$ cat src/rtl/side_buf_reinject.sv
// rtl/side_buf_reinject.sv - side-buffer FIFO with reinjection and starvation redirect
//
// Purpose:
//   Holds flits deflected by the eject stage in a small FIFO. The head flit
//   goes back into the lowest-index empty router channel. If the buffer sits
//   non-empty without a chance to reinject for REDIRECT_THRESH cycles, it
//   raises a one-cycle redirect. In that cycle the head takes the place of
//   the channel selected by rand_num, and the displaced (victim) flit is
//   stored in the buffer.
//
// Ports:
//   clk               single clock, rising edge
//   reset             synchronous, active-high
//   rand_num [1:0]    victim channel index for a forced redirect
//   side_buf_din      flit deflected into the side buffer
//   side_buf_din_vld  side_buf_din valid this cycle
//   din_0..din_3      channel flits after ejection (.valid = occupied)
//   dout_0..dout_3    channel flits after reinjection / redirect
//   full              buffer holds SIDE_BUF_DEPTH flits
//   redirect_gnt      forced redirect this cycle; eject stage must not push

package side_buf_reinject_pkg;
  typedef struct packed {
    logic        valid;
    logic        deflect;
    logic [3:0]  dest;
    logic [15:0] data;
  } flit_int_t;
endpackage

module side_buf_reinject
  import side_buf_reinject_pkg::*;
#(
  parameter int SIDE_BUF_DEPTH  = 4,
  parameter int REDIRECT_THRESH = 8
) (
  input  logic       clk,
  input  logic       reset,
  input  logic [1:0] rand_num,
  input  flit_int_t  side_buf_din,
  input  logic       side_buf_din_vld,
  input  flit_int_t  din_0,
  input  flit_int_t  din_1,
  input  flit_int_t  din_2,
  input  flit_int_t  din_3,
  output flit_int_t  dout_0,
  output flit_int_t  dout_1,
  output flit_int_t  dout_2,
  output flit_int_t  dout_3,
  output logic       full,
  output logic       redirect_gnt
);

  localparam int PW = $clog2(SIDE_BUF_DEPTH);
  localparam int CW = PW + 1;
  localparam int SW = $clog2(REDIRECT_THRESH + 1);
  localparam logic [CW-1:0] DEPTH_C  = CW'(SIDE_BUF_DEPTH);
  localparam logic [SW-1:0] THRESH_C = SW'(REDIRECT_THRESH);

  // Storage and control state
  flit_int_t     mem_q [SIDE_BUF_DEPTH];
  flit_int_t     mem_d [SIDE_BUF_DEPTH];
  logic [PW-1:0] wr_ptr_q, wr_ptr_d;
  logic [PW-1:0] rd_ptr_q, rd_ptr_d;
  logic [CW-1:0] count_q, count_d;
  logic [SW-1:0] starve_q, starve_d;
  logic          redirect_gnt_q, redirect_gnt_d;

  // Channel views as arrays
  flit_int_t din_a  [4];
  flit_int_t dout_a [4];

  flit_int_t head;
  flit_int_t head_out;
  flit_int_t wdata;
  logic      empty;
  logic      full_int;
  logic      any_empty;
  logic [1:0] first_idx;
  logic      pop;
  logic      victim;
  logic      push_ext;
  logic      push;

  assign din_a[0] = din_0;
  assign din_a[1] = din_1;
  assign din_a[2] = din_2;
  assign din_a[3] = din_3;

  assign dout_0 = dout_a[0];
  assign dout_1 = dout_a[1];
  assign dout_2 = dout_a[2];
  assign dout_3 = dout_a[3];

  assign full_int = (count_q == DEPTH_C);
  // The flops may still hold stale values during the first reset cycle, so
  // the visible flags are masked by reset.
  assign full         = full_int & ~reset;
  assign redirect_gnt = redirect_gnt_q & ~reset;

  always_comb begin
    empty = (count_q == '0);

    head             = mem_q[rd_ptr_q];
    head_out         = head;
    head_out.valid   = 1'b1;
    head_out.deflect = 1'b0;

    // Scan from high to low so the lowest empty channel wins.
    any_empty = 1'b0;
    first_idx = 2'd0;
    for (int i = 3; i >= 0; i--) begin
      if (!din_a[i].valid) begin
        any_empty = 1'b1;
        first_idx = 2'(i);
      end
    end

    // Reinjection always takes a free slot first. Only when every channel is
    // occupied does a pending redirect displace a victim.
    dout_a = din_a;
    pop    = 1'b0;
    victim = 1'b0;
    if (!reset && !empty) begin
      if (any_empty) begin
        pop               = 1'b1;
        dout_a[first_idx] = head_out;
      end else if (redirect_gnt_q) begin
        pop              = 1'b1;
        victim           = 1'b1;
        dout_a[rand_num] = head_out;
      end
    end

    // External pushes are refused while full or while a redirect owns the
    // write port. A victim push and an external push never coincide.
    push_ext = !reset && side_buf_din_vld && !full_int && !redirect_gnt_q;
    push     = push_ext || victim;

    wdata         = victim ? din_a[rand_num] : side_buf_din;
    wdata.deflect = 1'b0;

    mem_d = mem_q;
    if (push) begin
      mem_d[wr_ptr_q] = wdata;
    end

    // The pointers wrap naturally because the depth is a power of two.
    wr_ptr_d = wr_ptr_q + PW'(push);
    rd_ptr_d = rd_ptr_q + PW'(pop);
    count_d  = count_q + CW'(push) - CW'(pop);

    // The starve count covers cycles in which the head wanted out but got no
    // slot. A redirect cycle always pops, so it also clears the counter.
    if (empty || pop) begin
      starve_d = '0;
    end else if (starve_q != THRESH_C) begin
      starve_d = starve_q + SW'(1);
    end else begin
      starve_d = starve_q;
    end

    redirect_gnt_d = (starve_d == THRESH_C);
  end

  always_ff @(posedge clk) begin
    if (reset) begin
      mem_q          <= '{default: '0};
      wr_ptr_q       <= '0;
      rd_ptr_q       <= '0;
      count_q        <= '0;
      starve_q       <= '0;
      redirect_gnt_q <= 1'b0;
    end else begin
      mem_q          <= mem_d;
      wr_ptr_q       <= wr_ptr_d;
      rd_ptr_q       <= rd_ptr_d;
      count_q        <= count_d;
      starve_q       <= starve_d;
      redirect_gnt_q <= redirect_gnt_d;
    end
  end

endmodule

$ cat config.mk
export PLATFORM = sky130hd
export DESIGN_NAME = side_buf_reinject
export DESIGN_NICKNAME = d
export VERILOG_FILES = /design/src/rtl/side_buf_reinject.sv
export SDC_FILE = /design/constraint.sdc
export NUM_CORES = 1
export LEC_CHECK = 0
export ABC_CLOCK_PERIOD_IN_PS = 3980
export CAP_MARGIN = 10
export CORE_MARGIN = 2
export CORE_UTILIZATION = 46
export DETAILED_ROUTE_END_ITERATION = 16
export PLACE_DENSITY = 0.82
export SYNTH_ARGS = -nofsm -noshare
export SYNTH_HDL_FRONTEND = slang
export SYNTH_SLANG_ARGS = --single-unit
$ cat constraint.sdc
create_clock -name clk -period 3.98 [get_ports clk]
set_clock_uncertainty 0.15 [all_clocks]
set_input_delay 0.995 -clock clk [delete_from_list [all_inputs] [get_ports clk]]
set_output_delay 0.995 -clock clk [all_outputs]
set_load 0.05 [all_outputs]
==> impl_metrics.toml <==
[status]
status = "completed"

[die]
coreArea_um2 = 12100
die_area_um2 = 13300
start_util = 0.474
ios = 205
fp-row-count = 40
die_x_um = 115
die-height_um = 115

[setup_path]
rr_startpoint = "count_q[1]"
crit_chain = "clkdlybuf4s50_1 > inv_1 > o31ai_2 > nand3_1 > buf_12 > mux2_2 > buf_4"
r2r_cells = 9
worst-path-buf-inv = 4
arrival_ps = 2830
critPathSlowestCell = "clkdlybuf4s50_1"
end_kind = "primary output"
regToRegSetupSlack_ps = 1120
cpPeakStageDelay_ps = 580
crit_family = "buffers and inverters"
crit_required_ps = 2830
r2r_end = "count_q[2]"
path_class = "in2out"
cp-start-kind = "primary input"
cp_max_fo = 21

[cts]
root_buffer = "clkbuf_16"
clockBufferDepth = 2
clk_latency_ps = 330
cts_resized = 0
cts_sinks = 92
clkSlewWorstSetupHoldPaths_ps = 60
holdBufCountCts = 0
cts_buffers = 9
h-tree-depth = 3
cts_tree = "built"
cts_setup_buffers = 0

[logic_synthesis]
yosysUniqueCellTypes = 41
synthAdderAreaFrac = 0.0123
ys_ff_latch = 92
avgSynthCellArea_um2 = 10.7
synth_most_common_cell = "dfxtp_1"
ys_dominant_reg_cell = "dfxtp_1"
synth_area_leader_cell = "dfxtp_1"
synth_mux_area_frac = 0.352
yosys.area_share.simple = 0.137
synth_edf_count = 0
synth_top_family_by_area = "multiplexers"
async_flop_share = 0
synth_compound_area_frac = 0.119
yosysSeqAreaShare = 0.322
synthesis.nets = 655
synth_commonest_cells = "92 x dfxtp_1, 86 x nor3_1, 80 x a211oi_1, 80 x mux2_2, 40 x mux4_2"
synth_top_area_share = 0.322
syn_area_um2 = 5720
synth_cells = 535
synth_xor_xnor_area_share = 0.00766
synth_warnings = 0
yosys-top-cells-area = "dfxtp_1 32%, mux2_2 16%, mux4_2 16%"

[global_route]
grt_first_pass_wirelength_um = 31000
first_global_vias = 5662
grt_overflow = 0
antenna_found_initial = 1
grt.total_usage = 0.303
grt_max_degree = 53

[cells_and_area]
fin_nets = 852
drive_above_1_share = 0.385
final_area_um2 = 8550
post-route-util = 0.709
synthToLayoutAreaGrowth_pct = 49.5

[drt]
drt_wl_total_um = 21300
drtIter0Drc = 422
post-route-drc-count = 0
vias = 5596
firstDrtPassIters = 5
antenna_left = 0
routedWlPerCell_um = 23.5
viasPerCell = 6.18

[place]
post_dp_cell_area_um2 = 8130
dp_hpwl_um = 14900
place_congestion = 0.874
port_buffers = 202

[timing]
max_slew_margin = 0.603
setup_viol = 0
drv_slew = 0
min_period_over_period = 0.999
worst_pin_slew_ps = 579
hold_viol_final = 0
fin_crit_ps = 3980
fmax_mhz = 251

[min_path]
worstHoldEndpoint = "rd_ptr_q[1]"
hold_class = "reg2reg"
hp-start = "rd_ptr_q[1]"
worstHoldPathCells = 2

[power]
p_leak_nw = 3.10
power.ir.vdd_worst_mv = 0.285
power_density_nw_per_um2 = 429

[flow_run]
maxCapViolations = 0
[area by class of cell]
class                      instances  area, µm²
multi-input combinational        385       3670
fill                             803       3510
timing repair buffer             239       2480
sequential                        92       1840
clock buffer                      12        267
tap                              168        210
clock inverter                     4       55.1
inverter                           5       18.8
antenna                            1       2.50
[report_power, final]
part / internal, mW / leakage, nW / switching (mW)
logic: 0.758 / 2.20 / 0.967
clock network: 0.542 / 0.155 / 0.353
registers: 0.992 / 0.746 / 0.0516
[per-layer routing]
| layer | up-vias | GRT usage | part of all wire |
|---|---|---|---|
| li1 | 2491 | - | - |
| met1 | 2743 | 0.385 | 0.39 |
| met2 | 322 | 0.505 | 0.49 |
| met3 | 40 | 0.0722 | 0.094 |
| met4 | 0 | 0.112 | 0.024 |
| met5 | - | 0 | 0 |
[worst min-delay path: cells and delay by family (launching register included)]
kind                      cells  cell delay [ps]
and+or+nand+nor               1               70
xor gates and xnor gates      1               80
DFF                           1              340
[through the flow]
| stage | hold WS [ps] | power (mW) | cells | setup slack [ps] | TNS, ps |
|---|---|---|---|---|---|
| after global placement | 346 | 2.69 | 887 | 61.6 | 0 |
| final | 374 | 3.66 | 906 | 3.32 | 0 |
| after detailed placement | 348 | 2.73 | 887 | 18.9 | 0 |
| after CTS | 377 | 3.62 | 903 | 7.20 | 0 |
| after floorplan | 329 | 2.09 | 535 | 425 | 0 |
| after global routing | 419 | 3.79 | 906 | -78.9 | -1380 |
[sequential cells by signal (all words and copies together) (netlist names)]
register	flops
mem_q	80
starve_q	4
count_q	3
rd_ptr_q	2
wr_ptr_q	2
redirect_gnt_q	1
[cells in the final DEF (no fill, tap or decap), types with 5 or more instances in the layout]
cell type        count
mux2i_1             21
nor2b_1              6
a211oi_1            80
and2_1               7
clkbuf_16           11
clkdlybuf4s50_1    109
nor3_1              82
buf_4               95
xnor2_1              5
buf_12              29
nor2_1               6
dfxtp_1             92
mux2_2              80
nand2_1              7
mux4_2              40
inv_1                5
[how the worst max path moves through the flow]
stage | slack [ps] | depth (start not counted) | from | to
CTS | 7 | 7 | din_1[21] | dout_0[2]
finish | 3 | 7 | rand_num[0] | dout_1[0]
global route | -80 | 7 | rand_num[0] | dout_1[0]
floorplan | 430 | 6 | rand_num[1] | dout_2[20]
detailed placement | 20 | 7 | din_1[21] | dout_0[10]
global placement | 60 | 7 | din_1[21] | dout_2[10]
[kinds of logic after synthesis]
kind of cell               count (synthesis)
muxes                                    141
DFF                                       92
buffers and inverters                     58
adders and majority gates                  5
and+or+nand+nor                          143
xor gates and xnor gates                   5
AOI/OAI and AO/OA                         91
Power figures use the tool's default switching activity.
